[src/rtl/cpu_types_pkg.sv]
// Shared CPU type definitions: decoded operation encoding and memory-op classification.
package cpu_types_pkg;

   typedef enum logic [5:0] {
      CU_LUI   = 6'd0,
      CU_AUIPC = 6'd1,
      CU_JAL   = 6'd2,
      CU_JALR  = 6'd3,
      CU_BEQ   = 6'd4,
      CU_BNE   = 6'd5,
      CU_BLT   = 6'd6,
      CU_BGE   = 6'd7,
      CU_BLTU  = 6'd8,
      CU_BGEU  = 6'd9,
      CU_LB    = 6'd10,
      CU_LH    = 6'd11,
      CU_LW    = 6'd12,
      CU_LBU   = 6'd13,
      CU_LHU   = 6'd14,
      CU_SB    = 6'd15,
      CU_SH    = 6'd16,
      CU_SW    = 6'd17,
      CU_ADDI  = 6'd18,
      CU_SLTI  = 6'd19,
      CU_SLTIU = 6'd20,
      CU_XORI  = 6'd21,
      CU_ORI   = 6'd22,
      CU_ANDI  = 6'd23,
      CU_SLLI  = 6'd24,
      CU_SRLI  = 6'd25,
      CU_SRAI  = 6'd26,
      CU_ADD   = 6'd27,
      CU_SUB   = 6'd28,
      CU_SLL   = 6'd29,
      CU_SLT   = 6'd30,
      CU_SLTU  = 6'd31,
      CU_XOR   = 6'd32,
      CU_SRL   = 6'd33,
      CU_SRA   = 6'd34,
      CU_OR    = 6'd35,
      CU_AND   = 6'd36,
      CU_ERROR = 6'd63
   } cuOPType;

   function automatic logic is_load(input cuOPType op);
      return (op == CU_LB) || (op == CU_LH) || (op == CU_LW) ||
             (op == CU_LBU) || (op == CU_LHU);
   endfunction

   function automatic logic is_store(input cuOPType op);
      return (op == CU_SB) || (op == CU_SH) || (op == CU_SW);
   endfunction

endpackage

[src/rtl/mem_lane_format.sv]
// Combinational store-lane replication and load-lane extraction with sign/zero extension.
module mem_lane_format
   import cpu_types_pkg::*;
(
   input  cuOPType     op,
   input  logic [1:0]  addr_lo,
   input  logic [31:0] store_in,
   input  logic [31:0] load_in,
   output logic [31:0] store_out,
   output logic [31:0] load_out
);

   logic [7:0]  byte_sel;
   logic [15:0] half_sel;

   always_comb begin
      byte_sel = 8'h00;
      case (addr_lo)
         2'd0:    byte_sel = load_in[7:0];
         2'd1:    byte_sel = load_in[15:8];
         2'd2:    byte_sel = load_in[23:16];
         default: byte_sel = load_in[31:24];
      endcase
      // Half lane uses only addr bit 1; a misaligned bit 0 is ignored.
      half_sel = addr_lo[1] ? load_in[31:16] : load_in[15:0];
   end

   always_comb begin
      store_out = store_in;
      case (op)
         CU_SB:   store_out = {4{store_in[7:0]}};
         CU_SH:   store_out = {2{store_in[15:0]}};
         default: store_out = store_in;
      endcase
   end

   always_comb begin
      load_out = load_in;
      case (op)
         CU_LB:   load_out = {{24{byte_sel[7]}}, byte_sel};
         CU_LBU:  load_out = {24'h000000, byte_sel};
         CU_LH:   load_out = {{16{half_sel[15]}}, half_sel};
         CU_LHU:  load_out = {16'h0000, half_sel};
         default: load_out = load_in;
      endcase
   end

endmodule

[src/rtl/request_unit.sv]
// Memory request arbiter: registers data read/write requests off the fetch/data handshakes
// and formats addresses and data lanes between the core and the memories.
module request_unit
   import cpu_types_pkg::*;
(
   input  logic        CLK,
   input  logic        nRST,
   input  logic        i_ready,
   input  logic        d_ready,
   input  cuOPType     cuOP,
   input  logic [31:0] dmmstorei,
   input  logic [31:0] dmmaddri,
   input  logic [31:0] imemaddri,
   input  logic [31:0] imemloadi,
   input  logic [31:0] dmmloadi,
   output logic        imemRen,
   output logic        dmmRen,
   output logic        dmmWen,
   output logic [31:0] dmmstoreo,
   output logic [31:0] dmmaddro,
   output logic [31:0] imemaddro,
   output logic [31:0] imemloado,
   output logic [31:0] dmmloado
);

   // nRST is an active-high synchronous reset despite its name.
   always_ff @(posedge CLK) begin
      if (nRST) begin
         dmmRen <= 1'b0;
         dmmWen <= 1'b0;
      end else if (i_ready) begin
         dmmRen <= is_load(cuOP);
         dmmWen <= is_store(cuOP);
      end else if (d_ready) begin
         dmmRen <= 1'b0;
         dmmWen <= 1'b0;
      end
   end

   assign imemRen   = ~nRST;
   assign imemaddro = imemaddri;
   assign imemloado = imemloadi;
   assign dmmaddro  = {dmmaddri[31:2], 2'b00};

   mem_lane_format u_lane (
      .op        (cuOP),
      .addr_lo   (dmmaddri[1:0]),
      .store_in  (dmmstorei),
      .load_in   (dmmloadi),
      .store_out (dmmstoreo),
      .load_out  (dmmloado)
   );

endmodule

[config.mk]
export PLATFORM = sky130hd
export DESIGN_NAME = request_unit
export DESIGN_NICKNAME = d
export VERILOG_FILES = /design/src/rtl/cpu_types_pkg.sv /design/src/rtl/mem_lane_format.sv /design/src/rtl/request_unit.sv
export SDC_FILE = /design/constraint.sdc
export NUM_CORES = 1
export LEC_CHECK = 0
export ABC_AREA = 1
export CAP_MARGIN = 20
export CORE_AREA = 5 5 126 128
export CTS_CLUSTER_DIAMETER = 80
export DETAILED_ROUTE_END_ITERATION = 10
export DIE_AREA = 0 0 131 133
export SLEW_MARGIN = 20
export SYNTH_ARGS = -nofsm -noshare
export SYNTH_HDL_FRONTEND = slang
export SYNTH_SLANG_ARGS = --single-unit
[constraint.sdc]
create_clock -name CLK -period 1.65 [get_ports CLK]
set_input_delay 0.2475 -clock CLK [delete_from_list [all_inputs] [get_ports CLK]]
set_output_delay 0.2475 -clock CLK [all_outputs]
set_load 0.05 [all_outputs]
==> out/results.txt <==
Most frequent cells in the layout - 77 x nand2_1, 73 x buf_12, 62 x clkdlybuf4s50_1, 32 x nand4_1
Flop pwr share - 0.026
Clock share of power - 0.188
Io pins - 333
DRT Pass-1 Iters - 4
HPWL Detailed - 9586 µm
Status - finished with violations
Final wirelength - 12470 µm
CTS Hold Buffers Added - 0
CP top delay family - buffers and inverters
# nets final - 659
CTS tree - built
Die W - 131 µm
CP Cell Sequence - dlygate4sd2_1 > inv_1 > nand2_2 > nand3_4 > buf_12 > buf_16 > nand3_4 > buf_12
Slowest stage cell, crit path - dlygate4sd2_1
Post-place setup slack - -0.5483 ns
CP Max Fanout - 6
Initial antenna violation count - 1
Comb pwr share - 0.786
P_int - 1.087 mW
Routed wire per std cell - 18.45 µm
Clk buf depth - 2
CTS root buf - clkbuf_16
Die height - 133 µm
Max Cap Viol - 0
Via-per-instance ratio - 4.512
Starting Density - 0.1545
Worst hold stages - 6
Final Setup Violations - 10
Min Tclk post-route - 1.668 ns
Largest stage delay, worst path - 0.26 ns
Worst setup margin - -0.01797 ns
Switching fraction of total power - 0.4399
GRT Resource Usage Total - 0.1305
Pin count of the biggest net entering global routing - 36
Critical Path Source Type - primary input
Endpoint class of the critical path - primary output
Core footprint - 14750 µm²
Yosys warning count - 0
Port bufs - 142
Final period util - 1.011
Worst Reg2Reg Path Length in Cells - 2
Post-synthesis sequential area ratio - 0.01757
Leak Pwr - 2.315 nW
Mapped cell area - 2278 µm²
Final Hold Vio Count - 0
Slew Viols, Final - 0
RSZ-0062 raised after global routing - true
# rows - 45
Num CTS Buffers - 3
Global-route wire length before repair - 17640 µm
Grt total ovfl - 0
Routability Congestion - 0.8108
1st-iter DRT viols - 108
Avg Cell Area, Syn - 5.412 µm²
Fraction of layout cells with a size suffix above 1 - 0.4538
Via count - 3050
WP depth - 8
IR drop worst, VDD - 0.2103 mV
Area Overhead vs Synth - 113.2%
Final Skew - 0 ns
Reg clk slew, reported paths - 0.03 ns
Hold Path Class - in2reg
Violated checks - setup timing
Gate Count Post-Synth - 421
#FFs+latches synth - 2
Switching power - 0.8535 mW
Worst Path Buf+Inv - 5
Vias in the first global route - 3161
H-Tree Depth - 1
Clk sinks - 2
Most common cell after layout, fill and taps aside - nand2_1
Pwr Density - 399.5 nW/µm²
Clock Latency Late Sink - 0.22 ns
CP Class - in2out
Post-route DRC - 0
Die area - 17420 µm²
DRT antenna net count - 0
Worst Path Arrival - 1.42 ns
CP Data Required Time - 1.40 ns
FMAX - 599.5 MHz
Synth unique cells - 21
Final core occ - 0.3293
==> final cells by class <==
| cell class | instances | area (µm²) |
|---|---|---|
| sequential | 2 | 40.04 |
| fill | 1540 | 9894 |
| inverter | 33 | 141.4 |
| antenna | 1 | 2.502 |
| clock buffer | 3 | 75.07 |
| tap | 188 | 235.2 |
| multi-input combinational | 263 | 1769 |
| timing repair buffer | 186 | 2594 |
==> cells by family (layout without fill, tap and decap cells) <==
group,Yosys count,in the layout,synth area share
buffers and inverters,157,222,0.4443
AO/OA/AOI/OAI,25,25,0.05601
AND/OR/NAND/NOR,236,236,0.4805
flip-flops,2,2,0.01757
other,1,3,0.001646
==> power by group through the flow <==
stage / logic [mW] / registers (mW) / clock network [mW]
global placement: 1.41 / 0.0503 / 0
CTS: 1.50 / 0.0498 / 0.370
floorplan: 1.24 / 0.0527 / 0
detailed placement: 1.41 / 0.0504 / 0
finish: 1.53 / 0.0498 / 0.365
global route: 1.60 / 0.0498 / 0.375
==> state kept, by name (all words and copies together), names as in the netlist <==
| register | cells |
|---|---|
| dmmRen | 1 |
| dmmWen | 1 |
==> through the flow <==
stage / hold WS, ns / total power, mW / std cells / TNS (ns) / cell area, µm²
after floorplan: 0.3166 / 1.290 / 422 / 0 / 2282
after global placement: 0.4754 / 1.460 / 660 / -28.01 / 3999
after detailed placement: 0.4839 / 1.462 / 660 / -26.79 / 3999
after CTS: 0.4162 / 1.924 / 675 / -0.006926 / 4702
after global routing: 0.4573 / 2.028 / 676 / -1.551 / 4857
final: 0.4292 / 1.940 / 676 / -0.07370 / 4857
==> synth_stat cells, drive strengths merged <==
master	number	share of area
inv	32	0.053
conb	1	0.0016
dfxtp	2	0.018
clkinv	1	0.0016
clkbuf	6	0.0099
o21ai	15	0.033
nor2	18	0.036
or2	1	0.0027
nand3	75	0.17
nand2	110	0.18
a21boi	1	0.0033
nand4	32	0.088
buf	118	0.38
a21oi	9	0.020
==> worst reg2reg max path: cells and delay by family, from the launching register on <==
kind             cells  cell delay, ns
AO/OA/AOI/OAI        1            0.13
AND/OR/NAND/NOR      1            0.08
flip-flops           1            0.33
==> timing repair <==
| action | 4_1_cts | 5_1_grt |
|---|---|---|
| pin swaps | 25 | 15 |
| gates cloned | 5 | 0 |
| resized for setup | 144 | 48 |
| buffers inserted | 8 | 1 |
| endpoints found under the hold margin | 0 | 0 |
| endpoints found under the setup margin | 56 | 50 |
==> layer usage <==
layer / vias to the layer above / part of all wire / GRT usage
li1: 1416 / - / -
met1: 1394 / 0.32 / 0.1274
met2: 182 / 0.49 / 0.2345
met3: 58 / 0.13 / 0.04562
met4: 0 / 0.057 / 0.07257
met5: - / 0 / 0
==> path summary, 6_finish.rpt <==
check	from	to	slack, ns
max	dmmloadi[31]	dmmloado[23]	-0.02
min	cuOP[4]	dmmRen	0.43
max reg2reg	dmmWen	dmmWen	1.04
min reg2reg	dmmRen	dmmRen	0.48
(Power assumes the default switching activity.)
